$ cat config.mk
export PLATFORM = sky130hd
export DESIGN_NAME = microtile_edge_counter
export DESIGN_NICKNAME = d
export VERILOG_FILES = /design/src/rtl/microtile_edge_counter.sv
export SDC_FILE = /design/constraint.sdc
export NUM_CORES = 1
export LEC_CHECK = 0
export CAP_MARGIN = 15
export CORE_MARGIN = 8
export CORE_UTILIZATION = 51
export CTS_CLUSTER_DIAMETER = 60
export CTS_CLUSTER_SIZE = 25
export DETAILED_ROUTE_END_ITERATION = 7
export PLACE_DENSITY = 0.75
export SYNTH_ARGS = -nofsm -noshare
export SYNTH_HDL_FRONTEND = slang
export SYNTH_SLANG_ARGS = --single-unit
$ cat constraint.sdc
create_clock -name clk -period 2.5 [get_ports clk]
set_clock_uncertainty 0.2 [all_clocks]
set_input_delay 0.75 -clock clk [delete_from_list [all_inputs] [get_ports clk]]
set_output_delay 0.75 -clock clk [all_outputs]
set_load 0.005 [all_outputs]
$ cat src/rtl/microtile_edge_counter.sv
// Rising-edge counter tile: synchronised channel inputs, per-channel counters, byte-wide readout mux.
// Optional MICROTILE_EDGE_CNT_SAT_EN makes counters saturate instead of wrapping.
module microtile_edge_counter #(
  parameter int CHANNELS    = 4,
  parameter int WIDTH       = 8,
  parameter int SYNC_STAGES = 2
) (
  input  logic       clk,
  input  logic       rst_n,
  input  logic       ena,
  input  logic [7:0] ui_in,
  output logic [7:0] uo_out
);

  // Top bit of each sync word carries the clear request alongside the channels.
  logic [CHANNELS:0]   sync_r [SYNC_STAGES];
  logic [CHANNELS:0]   raw_s;
  logic [CHANNELS:0]   synced_s;
  logic [CHANNELS-1:0] ch_s;
  logic                clr_s;
  logic [CHANNELS-1:0] prev_r;
  logic [CHANNELS-1:0] rise_s;
  logic [WIDTH-1:0]    cnt_r [CHANNELS];
  logic [1:0]          sel_s;
  logic [15:0]         sel_cnt_s;

  assign raw_s    = {ui_in[7], ui_in[CHANNELS-1:0]};
  assign synced_s = sync_r[SYNC_STAGES-1];
  assign ch_s     = synced_s[CHANNELS-1:0];
  assign clr_s    = synced_s[CHANNELS];
  assign rise_s   = ch_s & ~prev_r;
  assign sel_s    = ui_in[5:4];

  // Synchroniser chains and previous-value registers for edge detection.
  always_ff @(posedge clk or negedge rst_n) begin
    if (!rst_n) begin
      for (int i = 0; i < SYNC_STAGES; i++) begin
        sync_r[i] <= '0;
      end
      prev_r <= '0;
    end else begin
      sync_r[0] <= raw_s;
      for (int i = 1; i < SYNC_STAGES; i++) begin
        sync_r[i] <= sync_r[i-1];
      end
      prev_r <= ch_s;
    end
  end

  // Per-channel counters; clear dominates and rises are dropped while ena is low.
  always_ff @(posedge clk or negedge rst_n) begin
    if (!rst_n) begin
      for (int k = 0; k < CHANNELS; k++) begin
        cnt_r[k] <= '0;
      end
    end else begin
      for (int k = 0; k < CHANNELS; k++) begin
        if (clr_s) begin
          cnt_r[k] <= '0;
        end else if (ena && rise_s[k]) begin
`ifdef MICROTILE_EDGE_CNT_SAT_EN
          if (cnt_r[k] != {WIDTH{1'b1}}) begin
            cnt_r[k] <= cnt_r[k] + WIDTH'(1);
          end else begin
            cnt_r[k] <= cnt_r[k];
          end
`else
          cnt_r[k] <= cnt_r[k] + WIDTH'(1);
`endif
        end else begin
          cnt_r[k] <= cnt_r[k];
        end
      end
    end
  end

  // Readout mux: unselectable channels and bits above WIDTH read as zero.
  always_comb begin
    sel_cnt_s = 16'h0000;
    for (int k = 0; k < CHANNELS; k++) begin
      sel_cnt_s = sel_cnt_s | ((sel_s == 2'(k)) ? 16'(cnt_r[k]) : 16'h0000);
    end
    if (ui_in[6]) begin
      uo_out = sel_cnt_s[15:8];
    end else begin
      uo_out = sel_cnt_s[7:0];
    end
  end

endmodule

==> metrics.txt <==
# TYPE chip_impl_metric gauge
chip_impl_info{name="run_status",value="complete, but fails checks"} 1
chip_impl_info{name="violated_checks",value="negative setup slack"} 1
chip_impl_metric{name="post-route-cell-area",unit="sq um"} 2724
chip_impl_info{name="critical_path.endpoint_type",value="output port"} 1
chip_impl_metric{name="num_antenna_cells",unit=""} 0
chip_impl_metric{name="crit_fanout",unit=""} 8
chip_impl_metric{name="layout.core_utilization",unit=""} 0.6433
chip_impl_metric{name="htree_levels",unit=""} 2
chip_impl_metric{name="boundaryPins",unit=""} 19
chip_impl_metric{name="post-route-drc-count",unit=""} 0
chip_impl_info{name="worstSetupStartpoint",value="ui_in[4]"} 1
chip_impl_metric{name="globalRouteOverflowTotal",unit=""} 0
chip_impl_metric{name="netlist_instances",unit=""} 184
chip_impl_metric{name="synth.avg_cell_area",unit="sq um"} 11.91
chip_impl_metric{name="core_area",unit="sq um"} 4234
chip_impl_metric{name="setup_violations",unit=""} 8
chip_impl_metric{name="ir_drop",unit="V"} 0.0003804
chip_impl_info{name="worstReg2RegEnd",value="cnt_r[28]"} 1
chip_impl_metric{name="synth-warning-count",unit=""} 0
chip_impl_metric{name="grt_use_total",unit=""} 0.1647
chip_impl_metric{name="max_cap_violations",unit=""} 0
chip_impl_metric{name="drt_pass1_iterations",unit=""} 4
chip_impl_metric{name="vias",unit=""} 1705
chip_impl_metric{name="fin_setup_tns",unit="ps"} -692.9
chip_impl_metric{name="synth_sequential_area_ratio",unit=""} 0.5254
chip_impl_info{name="timing.setup.critical_path_class",value="input port to output port"} 1
chip_impl_metric{name="worstRegToRegCells",unit=""} 5
chip_impl_metric{name="placement_rows",unit=""} 24
chip_impl_metric{name="netlist-cell-type-count",unit=""} 21
chip_impl_metric{name="yosys.area.top_type_share",unit=""} 0.5254
chip_impl_metric{name="clock_transition_at_path_regs",unit="ps"} 70
chip_impl_metric{name="crit_path_setup_slack_layout",unit="ps"} -106.3
chip_impl_metric{name="r2r_setup_slack",unit="ps"} 790
chip_impl_metric{name="first_pass_grt_wire_length",unit="mm"} 8.390
chip_impl_metric{name="route.detailed.wl_per_inst",unit="um"} 17.15
chip_impl_info{name="netlist_top_cells_area",value="dfrtp_1, mux4_2, a21oi_1"} 1
chip_impl_metric{name="min_period_over_period",unit=""} 1.043
chip_impl_metric{name="gpl.final_weighted_congestion",unit=""} 0.8412
chip_impl_metric{name="routed_wl",unit="mm"} 4.906
chip_impl_metric{name="cts_buffers",unit=""} 5
chip_impl_metric{name="first_global_vias",unit=""} 1843
chip_impl_info{name="clockRootBuffer",value="clkbuf_8"} 1
chip_impl_metric{name="dpl_cell_area",unit="sq um"} 2665
chip_impl_metric{name="max-slew-margin-rel",unit=""} 0.6180
chip_impl_metric{name="drt_first_iter_violations",unit=""} 76
chip_impl_metric{name="io_buffer_count",unit=""} 18
chip_impl_metric{name="antenna_found_initial",unit=""} 0
chip_impl_metric{name="drtAntennaViolNets",unit=""} 0
chip_impl_metric{name="clock_sink_count",unit=""} 46
chip_impl_metric{name="die_width",unit="um"} 81.54
chip_impl_metric{name="flow.area_growth_from_synthesis",unit="%"} 24.33
chip_impl_info{name="setup.worst_path.end",value="uo_out[1]"} 1
chip_impl_metric{name="die_y_extent",unit="um"} 81.54
chip_impl_metric{name="detailed_place_hpwl",unit="mm"} 3.649
chip_impl_metric{name="critPathRequiredTime",unit="ps"} 1550
chip_impl_metric{name="yosys_register_bits",unit=""} 46
chip_impl_metric{name="hold_viol_final",unit=""} 0
chip_impl_info{name="regToRegStartpoint",value="cnt_r[24]"} 1
chip_impl_metric{name="insertion_delay",unit="ps"} 300
chip_impl_metric{name="period_needed",unit="ps"} 2606
chip_impl_metric{name="number_of_pins_with_negative_max_slew_slack_in_the_final_report",unit=""} 0
chip_impl_metric{name="layout.filler_cells",unit=""} 317
chip_impl_metric{name="power.density_cell_area",unit="nW/um^2"} 476.6
chip_impl_metric{name="leakagePower",unit="uW"} 0.001216
chip_impl_metric{name="grt_start_max_net_pins",unit=""} 47
chip_impl_info{name="synth_top_cell_by_area",value="dfrtp_1"} 1
chip_impl_metric{name="timing.critical_path.arrival",unit="ps"} 1660
chip_impl_metric{name="max_clock_freq",unit="GHz"} 0.3837
chip_impl_metric{name="initial_cell_density_of_the_core",unit=""} 0.5174
chip_impl_metric{name="dieArea",unit="sq um"} 6649
chip_impl_info{name="cp-start-kind",value="input port"} 1
chip_impl_metric{name="synth.net_count",unit=""} 199
chip_impl_metric{name="cts-hold-fix-buffers",unit=""} 0
chip_impl_metric{name="drive_above_1_share",unit=""} 0.2650
chip_impl_metric{name="vias_per_cell",unit=""} 5.962
chip_impl_metric{name="post-cts-setup-buffer-count",unit=""} 0
chip_impl_info{name="hp-class",value="flop to flop"} 1
chip_impl_metric{name="measured_slew_at_the_worst_slew_check_pin",unit="ps"} 573.0
chip_impl_info{name="cts_tree",value="built"} 1
chip_impl_metric{name="design.final.nets",unit=""} 249
chip_impl_metric{name="clock_path_buffers",unit=""} 2
chip_impl_metric{name="total_standard_cell_area_after_synthesis",unit="sq um"} 2191
chip_impl_info{name="rsz0062_at_grt",value="yes"} 1
-- final cells by class --
| class | instances | area [sq um] | area share |
|---|---|---|---|
| clock buffer | 7 | 76.32 | 0.02802 |
| sequential | 46 | 1151 | 0.4226 |
| tap | 52 | 65.06 | 0.02389 |
| timing repair buffer | 49 | 400.4 | 0.1470 |
| multi-input combinational | 132 | 1031 | 0.3785 |
-- kinds of logic after synthesis --
| logic type | Yosys count | synth area share |
|---|---|---|
| compound gates | 40 | 0.1005 |
| buf+inv | 6 | 0.01427 |
| fa+ha+maj | 4 | 0.02285 |
| simple gates | 68 | 0.2045 |
| xor+xnor | 8 | 0.03198 |
| mux | 12 | 0.1005 |
| flops | 46 | 0.5254 |
-- critical path: stages --
cell     delay [ps]
buf_12          110
mux4_2          510
nor2b_4         140
buf_2           140
-- per-layer routing --
metal	global-route usage	vias to the layer above	part of all wire
li1	-	792	-
met1	0.1888	867	0.42
met3	0.04705	10	0.051
met4	0.07143	0	0.023
met5	0	-	0
met2	0.2808	36	0.51
-- Yosys cell counts --
cell type  count
o21ai_0       12
dfrtp_1       46
mux4_2         8
clkbuf_1       4
nand3b_4       4
nor2_1        11
nand4_1        8
ha_1           4
nand2_1        8
buf_2          1
nor2b_1        9
a21oi_1       20
nand4b_1       4
buf_6          1
or3_1         12
xor2_1         7
mux2i_1        4
nand3_1        4
xnor2_1        1
or4_1          8
o31ai_1        8
-- stage by stage --
step                std cells  hold slack, ps  worst slack [ps]  total power, uW
floorplan                 184           131.2             42.82            829.1
global placement          280           133.1            -946.9            884.6
CTS                       286           152.6            -110.5             1313
detailed placement        280           134.7            -994.6            890.3
finish                    286           150.0            -106.3             1298
global route              286           159.8            -136.8             1361
-- state kept, by name (all words and copies together) (netlist names) --
signal,cells
prev_r,4
sync_r,5
cnt_r,32
synced_s,5
-- report_power, final --
group | internal [uW] | switching [uW]
logic | 50.1 | 53.9
registers | 760 | 11.0
clock network | 193 | 231
total | 1000 | 296
-- worst min-delay path by stage --
stage | end | startpoint | cells past startpoint | slack [ps]
floorplan | synced_s[0] | sync_r[5] | 0 | 130
global placement | synced_s[3] | sync_r[8] | 0 | 130
detailed placement | synced_s[3] | sync_r[8] | 0 | 130
CTS | synced_s[3] | sync_r[8] | 0 | 150
global route | synced_s[3] | sync_r[8] | 0 | 160
finish | synced_s[3] | sync_r[8] | 0 | 150
-- cells in the final DEF, fill, tap and decap left out, types with 2 or more instances in the layout --
cell type        instances
mux4_2                   8
or4_1                    8
o31ai_1                  8
nand3_1                  4
dfrtp_1                 46
nand3b_4                 4
nor2b_4                  3
clkbuf_1                 2
nor2b_1                  6
clkdlybuf4s50_1          6
nand4b_1                 4
nand4_1                  8
buf_4                   29
nor2_1                  11
clkbuf_8                 5
buf_6                    3
buf_2                    7
xor2_1                   7
nand2_1                  8
mux2i_1                  4
buf_12                   2
or3_1                   12
o21ai_0                 12
ha_1                     4
a21oi_1                 20
-- timing repair --
| item | 4_1_cts | 5_1_grt |
|---|---|---|
| pin swaps | 0 | 0 |
| gates resized for setup | 47 | 4 |
| endpoints found under the setup margin | 8 | 8 |
Note: power is estimated with default switching activity, not from simulation.
